File: src/rtl/jtag_tap.sv
// JTAG TAP responder oversampled in the clk_i domain: synchronises the TAP pins,
// runs the 1149.1 state machine on TCK rising edges and serves IDCODE, BYPASS and one USER DR.
module jtag_tap #(
    parameter int unsigned           IR_WIDTH   = 5,
    parameter logic [31:0]           IDCODE     = 32'h10000DB3,
    parameter logic [IR_WIDTH-1:0]   USER_INSTR = 'h02,
    parameter int unsigned           DR_WIDTH   = 32
) (
    input  logic                clk_i,
    input  logic                rst_ni,
    input  logic                tck_i,
    input  logic                tms_i,
    input  logic                tdi_i,
    input  logic                trst_ni,
    output logic                tdo_o,
    output logic                tdo_oe_o,
    output logic                tlr_o,
    output logic [IR_WIDTH-1:0] ir_o,
    input  logic [DR_WIDTH-1:0] user_capture_i,
    output logic [DR_WIDTH-1:0] user_data_o,
    output logic                user_update_o
);

    typedef enum logic [3:0] {
        TLR, RTI, SEL_DR, CAP_DR, SH_DR, EX1_DR, PAUSE_DR, EX2_DR, UPD_DR,
        SEL_IR, CAP_IR, SH_IR, EX1_IR, PAUSE_IR, EX2_IR, UPD_IR
    } tap_state_e;

    localparam logic [IR_WIDTH-1:0] IR_IDCODE  = 1;
    localparam logic [IR_WIDTH-1:0] IR_CAPTURE = 1;

    // Pin bits packed as {trst_n, tdi, tms, tck}
    logic [3:0]          sync1_q, sync1_d, sync2_q, sync2_d;
    logic                tck_dly_q, tck_dly_d;
    tap_state_e          state_q, state_d;
    logic [IR_WIDTH-1:0] ir_sr_q, ir_sr_d, ir_q, ir_d;
    logic [31:0]         idcode_sr_q, idcode_sr_d;
    logic [DR_WIDTH-1:0] user_sr_q, user_sr_d, user_data_q, user_data_d;
    logic                bypass_q, bypass_d;
    logic                user_update_q, user_update_d;
    logic                tdo_q, tdo_d, tdo_oe_q, tdo_oe_d, tlr_q, tlr_d;

    logic tck_s, tms_s, tdi_s, trst_s, tck_rise, tck_fall, sel_idcode, sel_user;

    assign tck_s    = sync2_q[0];
    assign tms_s    = sync2_q[1];
    assign tdi_s    = sync2_q[2];
    assign trst_s   = sync2_q[3];
    assign tck_rise = tck_s & ~tck_dly_q;
    assign tck_fall = ~tck_s & tck_dly_q;

    assign sel_idcode = (ir_q == IR_IDCODE);
    assign sel_user   = !sel_idcode && (ir_q == USER_INSTR);

    always_comb begin
        sync1_d   = {trst_ni, tdi_i, tms_i, tck_i};
        sync2_d   = sync1_q;
        tck_dly_d = tck_s;
    end

    always_comb begin
        state_d = state_q;
        if (!trst_s) begin
            state_d = TLR;
        end else if (tck_rise) begin
            unique case (state_q)
                TLR:      state_d = tms_s ? TLR      : RTI;
                RTI:      state_d = tms_s ? SEL_DR   : RTI;
                SEL_DR:   state_d = tms_s ? SEL_IR   : CAP_DR;
                CAP_DR:   state_d = tms_s ? EX1_DR   : SH_DR;
                SH_DR:    state_d = tms_s ? EX1_DR   : SH_DR;
                EX1_DR:   state_d = tms_s ? UPD_DR   : PAUSE_DR;
                PAUSE_DR: state_d = tms_s ? EX2_DR   : PAUSE_DR;
                EX2_DR:   state_d = tms_s ? UPD_DR   : SH_DR;
                UPD_DR:   state_d = tms_s ? SEL_DR   : RTI;
                SEL_IR:   state_d = tms_s ? TLR      : CAP_IR;
                CAP_IR:   state_d = tms_s ? EX1_IR   : SH_IR;
                SH_IR:    state_d = tms_s ? EX1_IR   : SH_IR;
                EX1_IR:   state_d = tms_s ? UPD_IR   : PAUSE_IR;
                PAUSE_IR: state_d = tms_s ? EX2_IR   : PAUSE_IR;
                EX2_IR:   state_d = tms_s ? UPD_IR   : SH_IR;
                UPD_IR:   state_d = tms_s ? SEL_DR   : RTI;
                default:  state_d = TLR;
            endcase
        end
    end

    // Register actions are keyed on the state occupied before the TCK edge.
    always_comb begin
        ir_sr_d       = ir_sr_q;
        ir_d          = ir_q;
        idcode_sr_d   = idcode_sr_q;
        user_sr_d     = user_sr_q;
        bypass_d      = bypass_q;
        user_data_d   = user_data_q;
        user_update_d = 1'b0;
        tdo_d         = tdo_q;
        tdo_oe_d      = tdo_oe_q;
        if (!trst_s) begin
            ir_d     = IR_IDCODE;
            tdo_oe_d = 1'b0;
        end else if (tck_rise) begin
            case (state_q)
                CAP_IR: ir_sr_d = IR_CAPTURE;
                SH_IR: begin
                    ir_sr_d               = ir_sr_q >> 1;
                    ir_sr_d[IR_WIDTH-1]   = tdi_s;
                end
                UPD_IR: ir_d = ir_sr_q;
                CAP_DR: begin
                    if (sel_idcode)    idcode_sr_d = IDCODE;
                    else if (sel_user) user_sr_d   = user_capture_i;
                    else               bypass_d    = 1'b0;
                end
                SH_DR: begin
                    if (sel_idcode) begin
                        idcode_sr_d     = idcode_sr_q >> 1;
                        idcode_sr_d[31] = tdi_s;
                    end else if (sel_user) begin
                        user_sr_d             = user_sr_q >> 1;
                        user_sr_d[DR_WIDTH-1] = tdi_s;
                    end else begin
                        bypass_d = tdi_s;
                    end
                end
                UPD_DR: begin
                    if (sel_user) begin
                        user_data_d   = user_sr_q;
                        user_update_d = 1'b1;
                    end
                end
                default: ;
            endcase
            if (state_d == TLR) ir_d = IR_IDCODE;
        end else if (tck_fall) begin
            if (state_q == SH_IR) begin
                tdo_d    = ir_sr_q[0];
                tdo_oe_d = 1'b1;
            end else if (state_q == SH_DR) begin
                tdo_d    = sel_idcode ? idcode_sr_q[0] : (sel_user ? user_sr_q[0] : bypass_q);
                tdo_oe_d = 1'b1;
            end else begin
                tdo_oe_d = 1'b0;
            end
        end
        tlr_d = (state_d == TLR);
    end

    always_ff @(posedge clk_i or negedge rst_ni) begin
        if (!rst_ni) begin
            sync1_q       <= 4'b0000;
            sync2_q       <= 4'b0000;
            tck_dly_q     <= 1'b0;
            state_q       <= TLR;
            ir_sr_q       <= IR_CAPTURE;
            ir_q          <= IR_IDCODE;
            idcode_sr_q   <= IDCODE;
            user_sr_q     <= '0;
            bypass_q      <= 1'b0;
            user_data_q   <= '0;
            user_update_q <= 1'b0;
            tdo_q         <= 1'b0;
            tdo_oe_q      <= 1'b0;
            tlr_q         <= 1'b1;
        end else begin
            sync1_q       <= sync1_d;
            sync2_q       <= sync2_d;
            tck_dly_q     <= tck_dly_d;
            state_q       <= state_d;
            ir_sr_q       <= ir_sr_d;
            ir_q          <= ir_d;
            idcode_sr_q   <= idcode_sr_d;
            user_sr_q     <= user_sr_d;
            bypass_q      <= bypass_d;
            user_data_q   <= user_data_d;
            user_update_q <= user_update_d;
            tdo_q         <= tdo_d;
            tdo_oe_q      <= tdo_oe_d;
            tlr_q         <= tlr_d;
        end
    end

    assign tdo_o         = tdo_q;
    assign tdo_oe_o      = tdo_oe_q;
    assign tlr_o         = tlr_q;
    assign ir_o          = ir_q;
    assign user_data_o   = user_data_q;
    assign user_update_o = user_update_q;

endmodule

File: config.mk
export PLATFORM = sky130hd
export DESIGN_NAME = jtag_tap
export DESIGN_NICKNAME = d
export VERILOG_FILES = /design/src/rtl/jtag_tap.sv
export SDC_FILE = /design/constraint.sdc
export NUM_CORES = 1
export LEC_CHECK = 0
export CAP_MARGIN = 20
export CELL_PAD_IN_SITES_DETAIL_PLACEMENT = 2
export CELL_PAD_IN_SITES_GLOBAL_PLACEMENT = 2
export CORE_MARGIN = 2
export CORE_UTILIZATION = 35
export CTS_CLUSTER_SIZE = 12
export DETAILED_ROUTE_END_ITERATION = 12
export PLACE_DENSITY = 0.9
export SLEW_MARGIN = 20
export SYNTH_ARGS = -nofsm -noshare
export SYNTH_HDL_FRONTEND = slang
export SYNTH_SLANG_ARGS = --single-unit
File: constraint.sdc
create_clock -name clk_i -period 2.2 [get_ports clk_i]
set_input_delay 0.33 -clock clk_i [delete_from_list [all_inputs] [get_ports clk_i]]
set_output_delay 0.33 -clock clk_i [all_outputs]
set_load 0.03 [all_outputs]
======== Yosys cells after proc, flatten, opt, wreduce, memory -nomap -nowiden ========
Index checks and enable logic that the tools add are counted.
word-level totals
  bits in registers ....................... 124
  input port bits ......................... 38
  output and inout bits ................... 41
  logic and storage cells ................. 112
cells by class
  equal/unequal tests ..................... 29
  multiplexer cells ....................... 46
  bitwise gates (word level) .............. 5
  reduce and logical (&&, ||, !) cells .... 18
operators by type and width
  operator                                              count
  2-to-1 mux 32 bit                                     6
  one-hot mux 32 bit (2 select lines)                   2
  one-hot mux 4 bit (12 select lines)                   1
  equality test 4 bit (second input constant)           8
  2-to-1 mux 4 bit                                      6
  2-to-1 mux 1 bit                                      20
  2-to-1 mux 5 bit                                      4
  != test 2 bit (second input constant)                 9
  equality test 4 x 3 -> 1 bit (second input constant)  4
  AND reduction 7 bit                                   2
  one-hot mux 5 bit (2 select lines)                    1
  equality test 4 x 2 -> 1 bit (second input constant)  2
  logical NOT 4 bit                                     2
  AND reduction 4 bit                                   2
  2-to-1 mux 2 bit                                      3
  2-to-1 mux 3 bit                                      2
  nonzero test 2 bit                                    3
  equality test 5 x 1 -> 1 bit (second input constant)  1
  equality test 5 x 2 -> 1 bit (second input constant)  1
  AND reduction 5 bit                                   1
  equality test 4 x 1 -> 1 bit (second input constant)  1
  != test 2 x 1 -> 1 bit (second input constant)        2
  AND reduction 2 bit                                   2
  OR reduction 2 bit                                    2
  other kinds (8)                                       11

======== Depth between registers and ports, before layout ========
  depth in word-level cells ............... 9
  depth in mapped cells ................... 8
  gate-level depth less buffers ........... 5

======== Worst setup path after synthesis ========
No wires, ideal clock.
  path type ............................... flip-flop to flip-flop
  start point ............................. register ir_q[3], in the netlist ir_o[3]
  end point ............................... register user_data_q[0], in the netlist user_data_o[0]
  arrival ................................. 1.802 ns
  data required time ...................... 2.072 ns
  path slack .............................. 0.271 ns
  cell stages (with the launch flop) ...... 7
  path through ............................ dfrtp_1 -> nor3_2 -> nand4b_2 -> or2_1 -> buf_2 -> buf_6 -> mux2_1
between the ends
  cells in the longest elaborated chain, start to end .. 4
  elaborated cells on any way between the ends .. 5
  classes of those cells .................. 2 x eq/ne; 3 x reduce/logical
ends and longest elaborated chain
  item                                    RTL line  source
  start: declaration                      36        logic [IR_WIDTH-1:0] ir_sr_q, ir_sr_d, ir_q, ir_d;
  start signal: assignment                171       ir_q <= ir_d;
  equality test 5 x 1 -> 1 bit            52        assign sel_idcode = (ir_q == IR_IDCODE);
  logical NOT 1 bit                       53        assign sel_user = !sel_idcode && (ir_q == USER_INSTR);
  logical AND 1 bit *                     53
  AND reduction 4 bit (no source line) *  -
  end signal: assignment                  175       user_data_q <= user_data_d;
  end: declaration                        38        logic [DR_WIDTH-1:0] user_sr_q, user_sr_d, user_data_q, user_data_d;
Mark *: on every way between the ends. The rest lies on a longest branch, timed or not.
A chain may end at the register's enable or synchronous reset.

======== Worst setup path after layout ========
  start point ............................. register ir_q[0], in the netlist ir_o[0]
  end point ............................... output ir_o[0]
RTL lines
  item              RTL line  source
  end: declaration  18        output logic [IR_WIDTH-1:0] ir_o,
No word-level cell between the ends.

==> metrics.cfg <==
[global_route]
grt_pass1_vias=5014
grt_start_max_net_pins=125
grt_util_all_layers=0.227
overflow=0
antenna_found_initial=0
grt_pass1_wl_um=28200

[route]
viasPerCell=5.33
dr_total_vias=4282
dr.pass1.iters=4
drcViolationCount=0
routedWlPerCell_um=22.5
drtAntennaViolNets=0
wl_um=18100
dr.first_iter.drc_count=333

[worst_setup_path]
critical_path_class=reg2out
r2r_slack_ns=0.10
cp-startpoint=ir_o[0]$_DFFE_PN1P_
r2r-end=user_sr_q[3]$_DFFE_PN0P_
crit_path_start_kind=register
cp_max_fo=9
worst_setup_path_end_kind=output pin
path_delay_family=buffers and inverters
required_ns=1.87
crit_chain=clkdlybuf4s50_1
crit_slowest_cell=clkdlybuf4s50_1
worstSetupEndpoint=ir_o[0]
path_depth=1
critical-path-max-stage-delay_ns=0.71
cp.buffers_inverters=1
crit_arrival_ns=1.78
rr_startpoint=state_q[2]$_DFF_PN0_
ff2ff_path_depth=6

[die]
io_pins=79
core_sq_um=15100
dieWidth_um=128
num_rows=45
start_util=0.357
fp.dieArea_sq_um=16500
die_h_um=128

[logic_synthesis]
synth_warnings=0
syn-instance-count=527
synth_edf_count=0
synth_cell_types=53
syn_nets=565
avgSynthCellArea_sq_um=10.3
async_reset_ff_frac=1.00
yosysSeqAreaShare=0.576
ys_ff_latch=124
synth_area_sq_um=5410
synth_ff_type=dfrtp_1

[timing]
tightestPinTransition_ns=0.690
post-route-min-period_ns=2.11
fmax_mhz=474
period_share=0.959
rsz0062_at_grt=false
fin_hold_ws_ns=-0.0210
setup_tns_ns=0
max-slew-margin-rel=0.540
hold_viol=9
drv_slew=0
setup_viol_count_final=0
fin_worst_skew_ns=0.0120

[final_layout]
area_growth_pct=29.3
nets=640
drive_above_1_share=0.132
num_antenna_cells=0
final_cell_area_sq_um=7000

[pwr]
seq_power_share=0.455
power_density_nw_per_um2=727
ir_drop_v=0.000541
switchingPower_w=0.00115
clkPwrFrac=0.509
p_int_w=0.00394
p_leak_nw=3.11
switching_share=0.226
pwr-share-comb=0.037

[flow_run]
maxCapViolCount=0

[place]
place.gp.congestion=0.820
place_area_sq_um=6420
io_buffers=78
dpl.hpwl_um=10800

[clock_tree]
cts_root_buf=clkbuf_16
clkTransAtPathRegs_ns=0.06
h-tree-depth=4
cts_tree=built
numClockSinks=124
clock_latency_ns=0.43
numCtsBuffers=17
cts_buffer_depth=2

[min_path]
hold_class=in2async

[run_status]
status=complete, but fails checks
violations=negative hold slack

-- area by class of cell --
cell class | instances | area, sq um
Timing Repair Buffer | 96 | 997
Inverter | 4 | 15.0
Multi-Input combinational cell | 359 | 2090
Sequential cell | 124 | 3120
Fill cell | 1519 | 8150
Clock inverter | 6 | 38.8
Tap cell | 188 | 235
Clock buffer | 26 | 499
-- layout by cell type, fill, tap and decap left out, drive strengths merged, types with 5 or more instances in the layout --
master / synthesis / final
nand2: 118 / 118
dfrtp: 112 / 112
clkdlybuf4s50: 0 / 77
nor2: 61 / 61
mux2: 34 / 34
a31oi: 33 / 33
nand3: 27 / 27
clkbuf: 15 / 27
buf: 25 / 18
dfstp: 12 / 12
nor3: 11 / 11
o21ai: 10 / 10
a21oi: 6 / 6
mux2i: 5 / 5
-- power by group through the flow --
stage	sequential, W	combinational [W]	clock (W)
CTS	0.00231	0.000191	0.00262
finish	0.00231	0.000187	0.00259
detailed placement	0.00235	0.000187	0
global route	0.00231	0.000207	0.00274
global placement	0.00235	0.000180	0
floorplan	0.00235	0.0000486	0
-- cells in the mapped netlist (3+ instances only) --
cell type  count  share of area
nand3_1       27          0.025
a21oi_1        6         0.0056
and3_1         4         0.0046
o21ai_0       10         0.0093
nand2b_1       4         0.0046
and2_1         4         0.0046
a31oi_1       33          0.038
dfstp_2       12          0.058
buf_6          4         0.0083
mux2_2         5          0.010
inv_1          4         0.0028
clkbuf_1      15          0.010
nor2_1        60          0.042
buf_2         18          0.017
nor2b_1        3         0.0035
dfrtp_1      112           0.52
mux2i_1        5         0.0093
nor3_1         3         0.0028
nand3b_1       4         0.0056
mux2_1        29          0.060
nor3_2         8          0.015
nand2_1      118          0.082
-- layer usage --
metal / global-route usage / routed length, um
met5: 0 / 0
met4: 0.0769 / 442
met3: 0.0499 / 459
met2: 0.414 / 9800
met1: 0.264 / 7370
-- metrics by stage --
stage	total power (W)	setup WS, ns	instances	util
final	0.00509	0.0900	803	0.462
after global routing	0.00526	0.00913	803	0.462
after detailed placement	0.00254	0.161	770	0.424
after CTS	0.00512	0.0443	802	0.459
after floorplan	0.00239	0.271	527	-
after global placement	0.00253	0.311	770	0.424
-- worst min-delay path by stage --
stage	end	slack [ns]	startpoint
2_1_floorplan	bypass_q$_DFFE_PN0P_	0.03	rst_ni
3_3_place_gp	sync2_q[3]$_DFF_PN0_	0.34	sync1_q[3]$_DFF_PN0_
3_5_place_dp	sync2_q[1]$_DFF_PN0_	0.34	sync1_q[1]$_DFF_PN0_
4_1_cts	user_sr_q[8]$_DFFE_PN0P_	0.04	rst_ni
5_1_grt	user_sr_q[8]$_DFFE_PN0P_	0.03	rst_ni
6_report	user_data_o[9]$_DFFE_PN0P_	-0.02	rst_ni
-- worst reg2reg max path: cells and delay by family, from the launching register on --
family,cells,cell delay [ns]
AO/OA/AOI/OAI,2,0.50
buffers and inverters,1,0.24
flip-flops,1,0.50
AND/OR/NAND/NOR,3,0.74
-- registers in the layout (all words and copies together) (netlist names), 4 cells and up --
| signal | cells |
|---|---|
| state_q | 4 |
| sync1_q | 4 |
| ir_o | 5 |
| ir_sr_q | 5 |
| idcode_sr_q | 32 |
| user_sr_q | 32 |
| user_data_o | 32 |
| sync2_q | 4 |
-- repair_timing --
item                       4_1_cts  5_1_grt
setup endpoints to repair        0        8
setup buffers                    0        0
hold buffers                     0        0
resized for setup                0        3
-- cell families after synthesis --
kind of cell | after synthesis | share of synthesized area
compound gates | 67 | 0.0821
mux | 39 | 0.0800
xor+xnor | 1 | 0.00162
flops | 124 | 0.576
buf+inv | 44 | 0.0416
simple gates | 252 | 0.218
(Power assumes the default switching activity.)
